$ cat src/rtl/uart_pkg.sv
// Shared UART definitions: byte width and byte type, used by the receiver and its FIFO.
package uart_pkg;

    localparam int unsigned UART_BYTE_W = 8;

    typedef logic [UART_BYTE_W-1:0] uart_byte_t;

endpackage : uart_pkg

$ cat src/rtl/uart_fifo_mem.sv
// DEPTH x byte storage with one write port and one registered read port.
// The read port is write-first: a write to the address being read lands
// directly in the read register, which gives the FIFO its empty-case fill path.
module uart_fifo_mem
    import uart_pkg::*;
#(
    parameter int unsigned DEPTH = 16,
    parameter int unsigned AW    = 4
) (
    input  logic                   clk,
    input  logic                   rst_n,
    input  logic                   we_i,
    input  logic [AW-1:0]          wr_addr_i,
    input  logic [UART_BYTE_W-1:0] wr_data_i,
    input  logic [AW-1:0]          rd_addr_i,
    output logic [UART_BYTE_W-1:0] rd_data_o
);

    uart_byte_t mem_q [DEPTH];
    uart_byte_t rd_data_q;
    uart_byte_t rd_data_d;

    // Storage array write; contents are not reset.
    always_ff @(posedge clk) begin
        if (we_i) begin
            mem_q[wr_addr_i] <= wr_data_i;
        end
    end

    // Read mux with write-first forwarding on an address collision.
    always_comb begin
        rd_data_d = mem_q[rd_addr_i];
        if (we_i && (wr_addr_i == rd_addr_i)) begin
            rd_data_d = wr_data_i;
        end
    end

    // Registered read data.
    always_ff @(posedge clk or negedge rst_n) begin
        if (!rst_n) begin
            rd_data_q <= '0;
        end else begin
            rd_data_q <= rd_data_d;
        end
    end

    assign rd_data_o = rd_data_q;

endmodule : uart_fifo_mem

$ cat src/rtl/uart_rx_fifo.sv
// Receive-side byte FIFO behind the UART receiver, first-word fall-through,
// with sticky overflow flag. Optional RTS flow control when UART_RX_FIFO_RTS_EN
// is defined (adds rts_n port and RTS_MARGIN parameter).
module uart_rx_fifo
    import uart_pkg::*;
#(
    parameter int unsigned DEPTH      = 16,
    parameter int unsigned AW         = 4
`ifdef UART_RX_FIFO_RTS_EN
    ,
    parameter int unsigned RTS_MARGIN = 4
`endif
) (
    input  logic                   clk,
    input  logic                   rstn,
    input  logic [UART_BYTE_W-1:0] in_data,
    input  logic                   in_valid,
    output logic [UART_BYTE_W-1:0] out_data,
    output logic                   out_valid,
    input  logic                   out_ready,
    output logic [AW:0]            count,
    output logic                   overflow,
    input  logic                   ovf_clr
`ifdef UART_RX_FIFO_RTS_EN
    ,
    output logic                   rts_n
`endif
);

    logic [AW:0] wr_ptr_q, wr_ptr_d;
    logic [AW:0] rd_ptr_q, rd_ptr_d;
    logic [AW:0] count_q, count_d;
    logic        out_valid_q, out_valid_d;
    logic        overflow_q, overflow_d;
    logic        full;
    logic        push;
    logic        pop;
    logic        drop;

    // Handshake decode, pointer/count/flag next-state.
    always_comb begin
        full        = (count_q == (AW+1)'(DEPTH));
        pop         = out_valid_q & out_ready;
        push        = in_valid & (~full | pop);
        drop        = in_valid & full & ~pop;
        wr_ptr_d    = wr_ptr_q;
        rd_ptr_d    = rd_ptr_q;
        count_d     = count_q;
        overflow_d  = (overflow_q & ~ovf_clr) | drop;
        if (push) begin
            wr_ptr_d = wr_ptr_q + (AW+1)'(1);
        end
        if (pop) begin
            rd_ptr_d = rd_ptr_q + (AW+1)'(1);
        end
        case ({push, pop})
            2'b10:   count_d = count_q + (AW+1)'(1);
            2'b01:   count_d = count_q - (AW+1)'(1);
            default: count_d = count_q;
        endcase
        out_valid_d = (count_d != '0);
    end

    // Control state registers.
    always_ff @(posedge clk or negedge rstn) begin
        if (!rstn) begin
            wr_ptr_q    <= '0;
            rd_ptr_q    <= '0;
            count_q     <= '0;
            out_valid_q <= 1'b0;
            overflow_q  <= 1'b0;
        end else begin
            wr_ptr_q    <= wr_ptr_d;
            rd_ptr_q    <= rd_ptr_d;
            count_q     <= count_d;
            out_valid_q <= out_valid_d;
            overflow_q  <= overflow_d;
        end
    end

    // Storage; reading at the next read pointer keeps out_data aligned with the head.
    uart_fifo_mem #(
        .DEPTH (DEPTH),
        .AW    (AW)
    ) u_mem (
        .clk       (clk),
        .rst_n     (rstn),
        .we_i      (push),
        .wr_addr_i (wr_ptr_q[AW-1:0]),
        .wr_data_i (in_data),
        .rd_addr_i (rd_ptr_d[AW-1:0]),
        .rd_data_o (out_data)
    );

    assign out_valid = out_valid_q;
    assign count     = count_q;
    assign overflow  = overflow_q;

`ifdef UART_RX_FIFO_RTS_EN
    logic rts_n_q, rts_n_d;

    // Ask the sender to stop once free space drops to the margin.
    always_comb begin
        rts_n_d = (count_d >= (AW+1)'(DEPTH - RTS_MARGIN));
    end

    // RTS register.
    always_ff @(posedge clk or negedge rstn) begin
        if (!rstn) begin
            rts_n_q <= 1'b0;
        end else begin
            rts_n_q <= rts_n_d;
        end
    end

    assign rts_n = rts_n_q;
`endif

endmodule : uart_rx_fifo

$ cat config.mk
export PLATFORM = sky130hd
export DESIGN_NAME = uart_rx_fifo
export DESIGN_NICKNAME = d
export VERILOG_FILES = /design/src/rtl/uart_pkg.sv /design/src/rtl/uart_fifo_mem.sv /design/src/rtl/uart_rx_fifo.sv
export SDC_FILE = /design/constraint.sdc
export NUM_CORES = 1
export LEC_CHECK = 0
export BUFFER_PORTS_ARGS = -buffer_cell sky130_fd_sc_hd__buf_2
export CAP_MARGIN = 25
export CORE_UTILIZATION = 51
export DETAILED_ROUTE_END_ITERATION = 7
export GPL_TIMING_DRIVEN = 0
export PLACE_DENSITY_LB_ADDON = 0.05
export SETUP_SLACK_MARGIN = 0.2
export SLEW_MARGIN = 5
export SYNTH_ARGS = -nofsm -noshare
export SYNTH_HDL_FRONTEND = slang
export SYNTH_SLANG_ARGS = --single-unit
$ cat constraint.sdc
create_clock -name clk -period 2.7 [get_ports clk]
set_clock_uncertainty 0.1 [all_clocks]
set_input_delay 0.135 -clock clk [delete_from_list [all_inputs] [get_ports clk]]
set_output_delay 0.135 -clock clk [all_outputs]
set_load 0.01 [all_outputs]
==> results.py <==
metrics = {
    "placed_design": {
        "gp_congestion": 0.890,
        "dp.final_hpwl_um": 10600,
        "dpl.cell_count": 665,
        "io_buffers": 27,
    },
    "timing": {
        "period_minus_slack_ps": 2570,
        "rsz0062_at_grt": "true",
        "drv_slew": 0,
        "final-setup-viol-count": 0,
        "fmax_ghz": 0.388,
        "slew_headroom_pct": 35.7,
        "finalHoldViolCount": 0,
        "worst_pin_slew_ps": 959,
        "finalCritPeriodShare_pct": 95.4,
    },
    "critical_path": {
        "worstSetupPathType": "reg2reg",
        "reg2reg_from": "out_valid",
        "r2r-end": "u_mem.rd_data_o[0]",
        "r2r_cells": 11,
        "startpoint_type": "register",
        "critPathCaptureType": "register",
        "r2r_slack_ps": 130,
        "cp_max_fo": 10,
        "required_ps": 2890,
        "cp.arrival_ps": 2770,
    },
    "clock_network": {
        "root_buffer": "clkbuf_16",
        "path_clk_slew_ps": 60,
        "cts_tree": "done",
        "cts_buffers": 17,
        "clk_latency_ps": 430,
        "clock_path_buffers": 2,
        "cts.sinks": 151,
        "h-tree-depth": 4,
    },
    "synth": {
        "synth_top_family_by_area": "compound AO/OA/AOI/OAI gates",
        "synth_edf_count": 128,
        "ys_seq_area_share_pct": 66.0,
        "syn_avg_cell_area_um2": 14.4,
        "async_flop_share_pct": 15.2,
        "ys_ff_latch": 151,
        "synth_cell_type_count": 55,
        "synth_xor_area_share_pct": 1.70,
        "syn-cell-area_mm2": 0.00670,
        "synth_mux_area_share_pct": 4.95,
        "synthCells": 464,
        "synth-simple-area-share_pct": 9.16,
        "synth_compound_area_share_pct": 13.0,
        "ys_warn_count": 0,
        "synthAdderAreaFrac_pct": 1.12,
        "synth_nets": 483,
        "synthFlopType": "edfxtp_1",
    },
    "routing": {
        "ant_nets": 0,
        "via_per_inst": 6.06,
        "firstDrtPassIters": 6,
        "route.vias.total": 4420,
        "drt_iter0_drc": 415,
        "drc": 0,
        "wire_per_inst_um": 23.1,
        "routed_wl_um": 16800,
    },
    "floorplan": {
        "die_h_um": 117,
        "die_w_um": 117,
        "ios": 28,
        "placementRows": 41,
        "die_area_mm2": 0.0136,
        "start_util_pct": 52.6,
        "coreArea_mm2": 0.0127,
    },
    "worst_hold_path": {
        "hold_depth": 3,
        "hold_end": "overflow",
        "min_from": "in_valid",
        "hold_path_class": "in2reg",
    },
    "power": {
        "p_leak_nw": 3.04,
        "ir_worst_vdd_v": 0.000534,
        "power_density_mw_per_mm2": 1220,
        "totalPowerFinal_mw": 10.1,
    },
    "global_routing": {
        "overflow": 0,
        "grt_pass1_vias": 3989,
        "antenna_found_initial": 0,
        "grt_use_total_pct": 25.2,
        "grt_max_degree": 24,
        "grt_pass1_wl_um": 23500,
    },
    "status": {
        "status": "complete, no violations",
    },
    "final_layout": {
        "fin_nets": 563,
        "area_growth_pct": 23.7,
        "stdcell_count": 729,
        "layout-drive-gt1-share_pct": 30.7,
        "diodes": 0,
        "final_util_pct": 65.1,
    },
    "job": {
        "maxCapViolations": 0,
    },
}
## power by group
group | leakage [nW] | switching (mW) | internal, mW | total, mW
clock | 0.264 | 0.872 | 1.34 | 2.21
sequential | 1.42 | 0.204 | 2.91 | 3.11
combinational | 1.35 | 2.71 | 2.08 | 4.79
total | 3.04 | 3.79 | 6.33 | 10.1
## state kept, by name, indices dropped and copies added (netlist names)
register / count
u_mem.rd_data_o: 8
count: 5
rd_ptr_q: 4
overflow: 1
out_valid: 1
wr_ptr_q: 4
u_mem.mem_q: 128
## through the flow
stage / setup TNS, ps / hold WS [ps] / area (µm²) / setup WS (ps)
global placement: -6080 / 61.6 / 7050 / -279
floorplan: 0 / -261 / 6700 / 421
detailed placement: -1850 / 68.3 / 7070 / -301
CTS: 0 / 28.2 / 7840 / 119
finish: 0 / 45.7 / 8280 / 125
global route: 0 / 51.2 / 8280 / 31.2
## layer usage
layer	up-vias	wire length, µm	global-route usage (%)
met1	2212	7280	35.3
met2	200	7840	37.0
li1	1980	-	-
met4	0	401	11.6
met3	28	1300	6.54
met5	-	0	0
## worst max-delay path: stages, from the launching register on
cell and delay [ps]:
dfrtp_1 390, buf_6 150, buf_4 130, and3b_1 170, buf_6 140, nor2_8 170, inv_2 120, buf_6 170
a211oi_1 450, a2111oi_4 120, o22ai_1 230, a2bb2oi_2 100
## final cells by class
| type | instances | area, µm² |
|---|---|---|
| tap | 172 | 215 |
| clock buffer | 20 | 437 |
| timing repair buffer | 61 | 433 |
| buffer | 25 | 229 |
| fill | 945 | 4440 |
| sequential | 151 | 4420 |
| multi-input combinational | 265 | 2350 |
| clock inverter | 12 | 110 |
| inverter | 23 | 86.3 |
## worst max-delay path by stage
stage / to / startpoint
after floorplan: u_mem.rd_data_o[0] / rd_ptr_q[1]
after global placement: u_mem.mem_q[4][2] / out_valid
after detailed placement: u_mem.rd_data_o[1] / rd_ptr_q[1]
after CTS: u_mem.mem_q[4][3] / out_valid
after global routing: u_mem.rd_data_o[4] / out_valid
final: u_mem.rd_data_o[0] / out_valid
## repair_timing
item / 4_1_cts / 5_1_grt
hold endpoints to repair: 24 / 0
pin swaps: 5 / 17
resized for setup: 22 / 53
hold buffers: 2 / 0
setup endpoints to repair: 34 / 131
cloned: 0 / 1
buffers inserted: 3 / 26
## synth_stat cells, types with 10 or more instances
library cell,count,area (µm²)
edfxtp_1,128,3840
mux2i_1,32,320
nand3_1,31,155
dfrtp_1,23,576
inv_1,21,78.8
nand2_1,20,75.1
o21ai_0,19,95.1
and3_1,18,113
a211oi_1,16,120
a31oi_1,10,62.6
and2_1,10,62.6
o22ai_1,10,62.6
## logic make-up (layout without fill, tap and decap cells)
group / count (synthesis) / after routing
AO/OA/AOI/OAI: 102 / 102
XOR/XNOR: 13 / 13
adder cells (fa/ha/maj): 6 / 6
buffers and inverters: 48 / 141
flip-flops: 151 / 151
multiplexers: 33 / 33
AND/OR/NAND/NOR: 111 / 111
## cell usage in the layout (no fill, tap or decap), types with 5 or more instances in the layout
cell       netlist  final
a211oi_1        16      5
xnor2_1          8      7
and3_1          18     18
and2_2           0      8
nor2_1           9      5
a211oi_2         0     11
buf_4            5     31
inv_1           21     21
edfxtp_1       128    128
o22ai_1         10      9
dfrtp_1         23     21
ha_1             6      5
mux2i_1         32     31
a31oi_1         10     10
clkinv_1         1      5
clkbuf_1         6      5
nand3_1         31     31
a222oi_1         8      8
buf_6            7      9
a2111oi_4        0      8
nand2_1         20     19
a32o_1           8      7
buf_2            5     31
nor2_2           1      5
o21ai_0         19     19
clkbuf_16        0     18
Power figures use the tool's default switching activity.
